<file path="src/rtl/alu_cmd_seq.sv">
// alu_cmd_seq -- command sequencer in front of a combinational ALU.
//
// Commands (op, a, b) are buffered in a DEPTH-entry FIFO. The sequencer
// drives the FIFO head onto alu_a/alu_b/alu_op. It waits ALU_LAT extra
// settle cycles and then captures alu_out. The result is returned in command
// order on a valid/ready response channel.
//
// Parameters
//   WIDTH    operand/result width (must match the ALU)
//   DEPTH    command FIFO entries, power of two, >= 2
//   ALU_LAT  extra settle cycles before sampling alu_out (0..7)
//
// Ports
//   clk, rst_n                    clock, async active-low reset
//   cmd_valid/cmd_ready           command handshake (cmd_ready = !full)
//   cmd_op, cmd_a, cmd_b          command payload
//   alu_a, alu_b, alu_op          registered drive to the ALU
//   alu_out                       ALU result
//   rsp_valid/rsp_ready           response handshake
//   rsp_data, rsp_op              captured result and opcode echo
//   rsp_zero                      (only with ALU_ZERO_FLAG_EN) captured alu_out==0
//   busy                          FSM not idle or FIFO non-empty
//
// Optional build macro: ALU_ZERO_FLAG_EN adds the rsp_zero output.
//
// Latency: a command pushed at edge E0 into an idle, empty block gives
// rsp_valid after edge E0+2+ALU_LAT. Back-to-back throughput is one result
// per 2+ALU_LAT cycles.

module alu_cmd_seq #(
  parameter int WIDTH   = 4,
  parameter int DEPTH   = 4,
  parameter int ALU_LAT = 1
) (
  input  logic             clk,
  input  logic             rst_n,
  input  logic             cmd_valid,
  output logic             cmd_ready,
  input  logic [2:0]       cmd_op,
  input  logic [WIDTH-1:0] cmd_a,
  input  logic [WIDTH-1:0] cmd_b,
  output logic [WIDTH-1:0] alu_a,
  output logic [WIDTH-1:0] alu_b,
  output logic [2:0]       alu_op,
  input  logic [WIDTH-1:0] alu_out,
  output logic             rsp_valid,
  input  logic             rsp_ready,
  output logic [WIDTH-1:0] rsp_data,
  output logic [2:0]       rsp_op,
`ifdef ALU_ZERO_FLAG_EN
  output logic             rsp_zero,
`endif
  output logic             busy
);

  localparam int AW = $clog2(DEPTH);
  localparam logic [AW:0] PTR_ONE = 1;
  localparam logic [2:0]  LAT3    = 3'(ALU_LAT);

  typedef struct packed {
    logic [2:0]       op;
    logic [WIDTH-1:0] a;
    logic [WIDTH-1:0] b;
  } cmd_t;

  typedef enum logic [1:0] {IDLE, ISSUE, RESP} state_t;

  cmd_t        mem [DEPTH];
  logic [AW:0] wr_ptr, rd_ptr;
  logic        full, empty, push, pop;
  cmd_t        cmd_in, head, next_head;
  state_t      state;
  logic [2:0]  cnt;

  assign cmd_in = '{op: cmd_op, a: cmd_a, b: cmd_b};

  // The extra pointer MSB separates full from empty when the indices match.
  assign empty     = (wr_ptr == rd_ptr);
  assign full      = (wr_ptr[AW] != rd_ptr[AW]) &&
                     (wr_ptr[AW-1:0] == rd_ptr[AW-1:0]);
  assign cmd_ready = !full;
  assign push      = cmd_valid && cmd_ready;

  // The in-flight command stays at the FIFO head through ISSUE. It is popped
  // only when its result is captured.
  assign pop  = (state == ISSUE) && (cnt == 3'd0);
  assign head = mem[rd_ptr[AW-1:0]];

  // Leaving RESP with an empty FIFO but a push in the same cycle: the pushed
  // command becomes the head, so it is issued directly.
  assign next_head = empty ? cmd_in : head;

  assign busy = (state != IDLE) || !empty;

  // FIFO storage is not reset; the pointers define what is valid.
  always_ff @(posedge clk) begin
    if (push) mem[wr_ptr[AW-1:0]] <= cmd_in;
  end

  always_ff @(posedge clk or negedge rst_n) begin
    if (!rst_n) begin
      wr_ptr <= '0;
      rd_ptr <= '0;
    end else begin
      if (push) wr_ptr <= wr_ptr + PTR_ONE;
      if (pop)  rd_ptr <= rd_ptr + PTR_ONE;
    end
  end

  always_ff @(posedge clk or negedge rst_n) begin
    if (!rst_n) begin
      state     <= IDLE;
      cnt       <= 3'd0;
      alu_a     <= '0;
      alu_b     <= '0;
      alu_op    <= 3'd0;
      rsp_valid <= 1'b0;
      rsp_data  <= '0;
      rsp_op    <= 3'd0;
`ifdef ALU_ZERO_FLAG_EN
      rsp_zero  <= 1'b0;
`endif
    end else begin
      case (state)
        IDLE: begin
          if (!empty) begin
            alu_a  <= head.a;
            alu_b  <= head.b;
            alu_op <= head.op;
            cnt    <= LAT3;
            state  <= ISSUE;
          end
        end
        ISSUE: begin
          if (cnt != 3'd0) begin
            cnt <= cnt - 3'd1;
          end else begin
            rsp_data  <= alu_out;
            rsp_op    <= alu_op;
`ifdef ALU_ZERO_FLAG_EN
            rsp_zero  <= (alu_out == '0);
`endif
            rsp_valid <= 1'b1;
            state     <= RESP;
          end
        end
        RESP: begin
          // The result is held until it is accepted. Only then is the next
          // command issued.
          if (rsp_ready) begin
            rsp_valid <= 1'b0;
            if (!empty || push) begin
              alu_a  <= next_head.a;
              alu_b  <= next_head.b;
              alu_op <= next_head.op;
              cnt    <= LAT3;
              state  <= ISSUE;
            end else begin
              state <= IDLE;
            end
          end
        end
        default: state <= IDLE;
      endcase
    end
  end

endmodule

</file>
<file path="config.mk">
export PLATFORM = sky130hd
export DESIGN_NAME = alu_cmd_seq
export DESIGN_NICKNAME = d
export VERILOG_FILES = /design/src/rtl/alu_cmd_seq.sv
export SDC_FILE = /design/constraint.sdc
export NUM_CORES = 1
export LEC_CHECK = 0
export ABC_AREA = 1
export BUFFER_PORTS_ARGS = -buffer_cell sky130_fd_sc_hd__buf_2
export CAP_MARGIN = 20
export CORE_UTILIZATION = 50
export DETAILED_ROUTE_END_ITERATION = 7
export GPL_TIMING_DRIVEN = 0
export PLACE_DENSITY_LB_ADDON = 0.12
export SLEW_MARGIN = 0
export SYNTH_ARGS = -nofsm -noshare
export SYNTH_HDL_FRONTEND = slang
export SYNTH_SLANG_ARGS = --single-unit
</file>
<file path="constraint.sdc">
create_clock -name clk -period 1.65 [get_ports clk]
set_input_delay 0.165 -clock clk [delete_from_list [all_inputs] [get_ports clk]]
set_output_delay 0.165 -clock clk [all_outputs]
set_load 0.02 [all_outputs]
</file>
**After elaboration in Yosys (flattened, before gate mapping)**

Memories as Yosys holds them, arrays and structs flattened.
Index checks and enable logic that the tools add are counted.

- Bits in registers: 30
- Bits in latches: 0
- RAM bits: 44
- Bits in read-only memories: 0
- Bits of input ports: 19
- Output and inout port bits: 21
- Logic and storage cells: 72
- Memories: 1

- Add/subtract/negate cells: 3
- Multiply operators: 0
- Divide/modulo/power cells: 0
- Order comparisons: 0
- Equality and inequality tests: 10
- Shift operators: 0
- Multiplexer cells: 28
- Bitwise operators: 1
- Reduce and logical (&&, ||, !) cells: 19

Memories:

| name | words | bits a word | rd ports | clocked after memory_dff | wr ports | line | text |
|---|---|---|---|---|---|---|---|
| mem | 4 | 11 | 1 | 0 | 1 | 68 | `cmd_t mem [DEPTH];` |

Operators with widths:

| cell | count |
|---|---|
| $mux W4 | 6 |
| $mux W3 | 7 |
| $pmux W4 S2 | 2 |
| $mux W11 | 1 |
| $pmux W3 S3 | 1 |
| $ne A2 B2 Y1 const B | 4 |
| $add A3 B1 Y3 const B | 2 |
| $mux W2 | 3 |
| $pmux W2 S3 | 1 |
| $pmux W3 S2 | 1 |
| $reduce_and A3 Y1 | 2 |
| $reduce_bool A2 Y1 | 3 |
| $reduce_bool A3 Y1 | 2 |
| $mux W1 | 5 |
| $reduce_and A5 Y1 | 1 |
| $reduce_and A4 Y1 | 1 |
| $eq A3 B3 Y1 | 1 |
| $logic_and A1 B1 Y1 | 3 |
| $logic_not A3 Y1 | 1 |
| $sub A3 B1 Y3 const B | 1 |
| $eq A2 B1 Y1 const B | 1 |
| $eq A2 B2 Y1 | 1 |
| $eq A2 B2 Y1 const B | 1 |
| $logic_not A1 Y1 | 2 |
| 7 further kinds | 8 |

**Longest topological paths before layout**

Gate-level depths: netlist of the first run.

- Depth in word-level cells: 8
- Depth in mapped cells: 12
- Gate-level depth less buffers: 10

**Least setup slack after synthesis of the first run**

OpenSTA, ideal clock, no wires.

- Path kind: register to register
- Start: register rd_ptr[0]
- End: memory mem[3][0] (netlist name) (enable)
- Library setup time: 0.381 ns
- Data arrival time: 1.496 ns
- Data required time: 1.269 ns
- Setup slack: -0.227 ns
- Cell stages (with the launch flop): 7
- Path buffers: 1
- Clock period less this slack: 1.877 ns
- Cells stage by stage: dfrtp_1 buf_6 nand2_1 nand2_2 nand3b_2 nand2_2 nor2_1

- Word-level cells in the longest chain between the ends: 6

Ends and longest elaborated chain:

| element | line | text |
|---|---|---|
| start: declaration | 69 | `logic [AW:0] wr_ptr, rd_ptr;` |
| start signal: assignment | 106 | `if (pop) rd_ptr <= rd_ptr + PTR_ONE;` |
| $eq A2 B2 Y1 | 80 | `(wr_ptr[AW-1:0] == rd_ptr[AW-1:0]);` |
| $logic_and A1 B1 Y1 | 79 | `assign full = (wr_ptr[AW] != rd_ptr[AW]) &&` |
| $logic_not A1 Y1 | 81 | `assign cmd_ready = !full;` |
| named net cmd_ready | 38 | `output logic cmd_ready,` |
| $logic_and A1 B1 Y1 | 82 | `assign push = cmd_valid && cmd_ready;` |
| $mux W1 | 97 | `if (push) mem[wr_ptr[AW-1:0]] <= cmd_in;` |
| $mux W1 (not written as such) | 97 |  |
| end: declaration | 68 |  |

The timed path passes the listed nets, and every way through them passes these cells.

**Worst setup path in the final report of the first run**

- Start: register wr_ptr[1]
- End: output busy

- Word-level cells in the longest chain between the ends: 3

Ends and longest elaborated chain:

| element | line | text |
|---|---|---|
| start: declaration | 69 |  |
| start signal: assignment | 105 | `if (push) wr_ptr <= wr_ptr + PTR_ONE;` |
| $eq A3 B3 Y1 | 78 | `assign empty = (wr_ptr == rd_ptr);` |
| $logic_not A1 Y1 | 93 | `assign busy = (state != IDLE) \|\| !empty;` |
| $logic_or A1 B1 Y1 | 93 |  |
| end: declaration | 53 | `output logic busy` |

No other way between the ends.

==> flow_summary.json, run 1 <==
{
  "slowest_stage": "dfrtp_1",
  "synth_fp_nets": 345,
  "ys_seq_area_frac": 0.630,
  "synth-edff-count": 44,
  "worstPathRequired_ps": 1480,
  "end_kind": "output pin",
  "worstMarginPinSlew_ps": 677,
  "swShare": 0.386,
  "irDropWorstVdd_mv": 1.02,
  "yosysMostFrequentCell": "nand2_1",
  "status": "completed",
  "n_fill_cell": 518,
  "maxSlewViolCount": 0,
  "intPower_mw": 5.07,
  "path_delay_family": "flip-flops",
  "crit_path_frequent_cell": "inv_2",
  "grt_remaining_overflow": 0,
  "startpoint_type": "register",
  "fmax_ghz": 0.622,
  "path_cells": "inv_2 -> nand2_1 -> nand2_2 -> nand3_4 -> nor2_4 -> inv_2 -> buf_6",
  "tns_ps": 0,
  "hpwl_um": 4250,
  "slew_headroom": 0.549,
  "routed_wl_um": 6660,
  "postRouteAntennaNets": 0,
  "synth_area_um2": 3290,
  "numPortBuffers": 39,
  "seqCellArea_um2": 2070,
  "yosysUniqueCellTypes": 25,
  "num-nets-final": 415,
  "htree_levels": 3,
  "wire_per_inst_um": 14.1,
  "min_period_ps": 1610,
  "synth_seq_cells": 74,
  "grt_pass1_vias": 2278,
  "synth_top_area_cell": "edfxtp_1",
  "die_w_um": 83.1,
  "synthCells": 319,
  "start_util": 0.518,
  "hold_viol": 0,
  "crit_fanout": 5,
  "setup_viol": 0,
  "fp-row-count": 29,
  "core_area_um2": 6350,
  "finClkSkew_ps": 11.5,
  "power_frac_comb": 0.445,
  "async_reset_ff_frac": 0.405,
  "cts_root_buf": "clkbuf_8",
  "cts_tree": "done",
  "min_path_type": "in -> reg",
  "numClockSinks": 74,
  "clk_latency_ps": 350,
  "antenna_found_initial": 0,
  "synthTopCellsByArea": "edfxtp_1 40%, dfrtp_1 23%, nand2_1 14%",
  "finalWeightedCongestion": 0.778,
  "synth_top_area_share": 0.402,
  "drt_pass1_iterations": 4,
  "cts_buffers": 9,
  "drcViolationCount": 0,
  "drv_cap": 0,
  "max_stage_delay_ps": 430,
  "rsz0062_at_grt": "true",
  "seqPwrFrac": 0.348,
  "syn_avg_cell_area_um2": 10.3,
  "path_class": "reg -> out",
  "grt_pass1_wl_um": 11000,
  "ys.flop_type": "edfxtp_1",
  "drt-vias-per-instance": 5.00,
  "yosysWarningCount": 0,
  "die-area_um2": 6900,
  "cp_num_buf_inv": 3,
  "clk_pin_slew_ps": 80,
  "num_vias": 2354,
  "ys_top_cells_by_count": "125 x nand2_1, 44 x edfxtp_1, 30 x dfrtp_1",
  "cts_buffer_depth": 2,
  "grt_max_degree": 31,
  "hold_ws_ps": 28.5,
  "p_leak_nw": 1.88,
  "ios": 40,
  "p_clk_frac": 0.207,
  "drive_above_1_share": 0.294,
  "area_growth_pct": 25.6,
  "p_sw_mw": 3.19,
  "period_share": 0.975,
  "grt_usage": 0.209,
  "multiInputGateArea_um2": 1110,
  "drt_iter0_markers": 64,
  "antenna_cells": 0,
  "die_h_um": 83.1,
  "arrival_ps": 1440,
  "p_per_area_nw_per_um2": 2000
}
[layout by cell type, fill, tap and decap left out, drive strengths merged]
cell / netlist / layout
nand2: 129 / 129
buf: 10 / 66
edfxtp: 44 / 44
dfrtp: 30 / 30
nand3: 25 / 25
inv: 24 / 25
nor2: 16 / 16
o21ai: 14 / 14
clkbuf: 2 / 13
ha: 7 / 7
mux2: 7 / 7
nand4: 4 / 4
xor2: 4 / 4
clkinv: 0 / 3
bufinv: 0 / 3
a21oi: 2 / 2
nand3b: 1 / 1
dlygate4sd3: 0 / 1
[layer usage]
layer	vias to the layer above	GRT usage	share of wire
met5	-	0	0
met4	0	0.111	0.026
met3	15	0.0338	0.050
met2	69	0.338	0.48
met1	1084	0.274	0.44
li1	1186	-	-
[cell type report]
class	count	share of cell area
clock inverter	7	0.0303
buffer	12	0.0248
clock buffer	9	0.0300
multi-input combinational	209	0.268
inverter	24	0.0230
timing repair buffer	59	0.0979
tap	77	0.0233
sequential	74	0.502
[power groups by stage]
stage	Sequential [mW]	Combinational (mW)	Clock (mW)
after floorplan	3.16	1.98	0
after global placement	2.91	3.05	0
after detailed placement	2.92	3.10	0
after CTS	2.87	3.49	1.74
after global routing	2.94	4.09	1.83
final	2.87	3.68	1.71
[state kept, by name, indices dropped and copies added (netlist names)]
register	flops
alu_a	4
mem	44
cnt	3
rd_ptr	3
alu_b	4
rsp_data	4
state	2
rsp_op	3
rsp_valid	1
alu_op	3
wr_ptr	3
[cells by family after synthesis]
logic type / after synthesis / synth area share
AND/OR/NAND/NOR: 175 / 0.230
adder cells (fa/ha/maj): 7 / 0.0266
flip-flops: 74 / 0.630
buffers and inverters: 36 / 0.0529
multiplexers: 7 / 0.0240
AO/OA/AOI/OAI: 16 / 0.0255
XOR/XNOR: 4 / 0.0107
[metrics by stage]
| step | power, mW | worst slack [ps] | util | cells | cell area (um^2) |
|---|---|---|---|---|---|
| 6_report | 8.26 | 42.0 | 0.650 | 471 | 4130 |
| 2_1_floorplan | 5.13 | -178 | - | 319 | 3290 |
| 3_5_place_dp | 6.02 | -549 | 0.564 | 435 | 3580 |
| 4_1_cts | 8.10 | 4.01 | 0.635 | 465 | 4040 |
| 3_3_place_gp | 5.96 | -551 | 0.564 | 435 | 3580 |
| 5_1_grt | 8.86 | -20.1 | 0.650 | 471 | 4130 |
[worst register-to-register path, stage by stage (launching register included)]
cell	delay, ps
dfrtp_1	370
inv_1	50
ha_1	190
ha_1	220
nand2_2	130
buf_8	140
mux2_2	340
[worst paths after layout]
path,startpoint,to,slack [ps],cells after the start
worst max-delay path,wr_ptr[1]$_DFFE_PN0P_,busy,40,7
worst min-delay path,alu_out[1],rsp_data[1]$_DFFE_PN0P_,30,2
worst max register to register,cnt[0]$_DFFE_PN0P_,rsp_op[0]$_DFFE_PN0P_,80,6
worst min register to register,cnt[2]$_DFFE_PN0P_,cnt[2]$_DFFE_PN0P_,470,2
max in group asynchronous,rst_n,rd_ptr[1]$_DFFE_PN0P_,780,2
min in group asynchronous,rst_n,cnt[1]$_DFFE_PN0P_,390,2
[repair_timing]
item | in CTS | in global routing
buffers inserted | 13 | 6
endpoints found under the hold margin | 30 | 0
endpoints found under the setup margin | 55 | 66
resized for setup | 15 | 20
hold buffers | 1 | 0
pin swaps | 7 | 2
Note: power is estimated with default switching activity, not from simulation.
==> run 2, diff against run 1 <==
--- a/config.mk
+++ b/config.mk
@@ -12,7 +12,7 @@
 export DETAILED_ROUTE_END_ITERATION = 7
 export GPL_TIMING_DRIVEN = 0
 export PLACE_DENSITY_LB_ADDON = 0.12
-export SLEW_MARGIN = 0
+export SETUP_SLACK_MARGIN = 0.05
 export SYNTH_ARGS = -nofsm -noshare
 export SYNTH_HDL_FRONTEND = slang
 export SYNTH_SLANG_ARGS = --single-unit
==> run 2 against run 1 <==
Compared with the run above: clock skew shrank 6.1 ps; largest cell class unchanged; power decreased by 4.3%; combinational power down 3%; clock-buffer cell count did not move; final area is 2.0% lower; sequential share of layout area is 1.1 points higher; first-iteration DRC count up 86%; hold slack better by 2.5 ps.
==> flow_summary.json, run 2 (synthesis results as in run 1) <==
{
  "pre_cts_slack_ps": -283,
  "cts_buffers": 9,
  "worstMarginPinSlew_ps": 658,
  "worstPathRequired_ps": 1480,
  "p_clk_frac": 0.185,
  "cts_root_buf": "clkbuf_8",
  "hpwl_um": 4230,
  "maxSlewViolCount": 0,
  "largest_reg_flops": 44,
  "end_kind": "output pin",
  "die_w_um": 83.1,
  "drt_pass1_iterations": 4,
  "ios": 40,
  "hold_viol": 0,
  "grt_pass1_vias": 2289,
  "power_frac_comb": 0.451,
  "reg2reg_depth": 9,
  "postRouteAntennaNets": 0,
  "swShare": 0.405,
  "finClkSkew_ps": 5.34,
  "grt_usage": 0.206,
  "final_common_cell": "nand2_1",
  "drt_iter0_markers": 119,
  "min_period_ps": 1630,
  "num-nets-final": 409,
  "antenna_found_initial": 0,
  "setup_slack_ps": 24.0,
  "min_from": "alu_out[2]",
  "start_util": 0.518,
  "core_area_um2": 6350,
  "min_path_type": "in -> reg",
  "drive_above_1_share": 0.289,
  "layout_common_cells": "121 x nand2_1, 44 x edfxtp_1, 41 x buf_2",
  "p_per_area_nw_per_um2": 1950,
  "startpoint_type": "register",
  "grt_pass1_wl_um": 10900,
  "slew_headroom": 0.561,
  "min_path_cells": 2,
  "routed_wl_um": 6570,
  "wire_per_inst_um": 14.1,
  "finalWeightedCongestion": 0.764,
  "fmax_ghz": 0.615,
  "drv_cap": 0,
  "drt-vias-per-instance": 5.04,
  "n_fill_cell": 540,
  "seqPwrFrac": 0.364,
  "htree_levels": 3,
  "crit_fanout": 7,
  "setup_viol": 0,
  "fp-row-count": 29,
  "numPortBuffers": 39,
  "irDropWorstVdd_mv": 1.09,
  "r2r_start": "rd_ptr[0]$_DFFE_PN0P_",
  "numClockSinks": 74,
  "r2r_slack_ps": 30,
  "antenna_cells": 0,
  "cts_buffer_depth": 2,
  "die_h_um": 83.1,
  "cts_tree": "done",
  "multiInputGateArea_um2": 1110,
  "p_sw_mw": 3.20,
  "num_vias": 2342,
  "arrival_ps": 1460,
  "tns_ps": 0,
  "final_cells": 465,
  "clk_latency_ps": 340,
  "fin_total_pwr_mw": 7.90,
  "seqCellArea_um2": 2070,
  "dp_cells": 435,
  "clk_pin_slew_ps": 80,
  "period_share": 0.985,
  "drcViolationCount": 0,
  "grt_max_degree": 31,
  "rsz0062_at_grt": "true",
  "path_class": "reg -> out",
  "die-area_um2": 6900,
  "status": "completed",
  "p_leak_nw": 1.83,
  "intPower_mw": 4.70,
  "area_growth_pct": 23.1,
  "grt_remaining_overflow": 0,
  "hold_end": "rsp_data[2]$_DFFE_PN0P_",
  "timing.rr.end": "alu_op[2]$_DFFE_PN0P_"
}
## run 2: power groups by stage
stage | Combinational (mW) | Clock, mW | Sequential [mW]
floorplan | 2.00 | 0 | 3.15
global placement | 3.07 | 0 | 2.90
detailed placement | 3.11 | 0 | 2.92
CTS | 3.46 | 1.49 | 2.88
global route | 3.93 | 1.57 | 2.95
finish | 3.56 | 1.46 | 2.88
## run 2: per-stage QoR
| stage | utilization | instance area [um^2] | hold WS (ps) |
|---|---|---|---|
| CTS | 0.630 | 4000 | 19.0 |
| floorplan | - | 3300 | -131 |
| detailed placement | 0.566 | 3590 | 237 |
| global placement | 0.566 | 3590 | 237 |
| global route | 0.637 | 4050 | 25.8 |
| finish | 0.637 | 4050 | 31.0 |
## run 2: timing repair
action	CTS	global route
hold buffers	1	0
hold endpoints to repair	30	0
resized for setup	18	13
setup buffers	10	2
pin swaps	7	4
setup endpoints to repair	60	62
cloned	1	0
## run 2: worst max path at each step
stage / from / to / slack, ps / cells after the start
floorplan: rd_ptr[0]$_DFFE_PN0P_ / mem[0][0]$_DFFE_PP_ / -20 / 6
global route: rd_ptr[0]$_DFFE_PN0P_ / busy / -50 / 8
detailed placement: wr_ptr[2]$_DFFE_PN0P_ / mem[2][1]$_DFFE_PP_ / -280 / 6
CTS: rd_ptr[0]$_DFFE_PN0P_ / busy / -20 / 8
global placement: rd_ptr[2]$_DFFE_PN0P_ / mem[2][1]$_DFFE_PP_ / -230 / 6
finish: rd_ptr[0]$_DFFE_PN0P_ / busy / 20 / 8
## run 2: routing by layer
| layer | vias to the layer above | routed length (um) | global-route usage |
|---|---|---|---|
| met5 | - | 0 | 0 |
| met4 | 0 | 77 | 0.0909 |
| met3 | 7 | 250 | 0.0368 |
| met2 | 57 | 3160 | 0.332 |
| met1 | 1112 | 3090 | 0.274 |
| li1 | 1166 | - | - |
## run 2: final cells by class
cell class              count  area share
repair buffers             53      0.0912
multi-input cells         209       0.274
flip-flops and latches     74       0.513
plain buffers              12      0.0238
clock buffers               9      0.0306
well taps                  77      0.0238
inverters                  24      0.0235
clock inverters             7      0.0207
## run 2: critical path: stages, from the launching register on
cell,delay [ps]
dfrtp_1,400
buf_6,140
inv_6,70
nand2_2,50
nand2_2,90
nand3_4,100
nor2_4,110
inv_2,50
buf_6,120
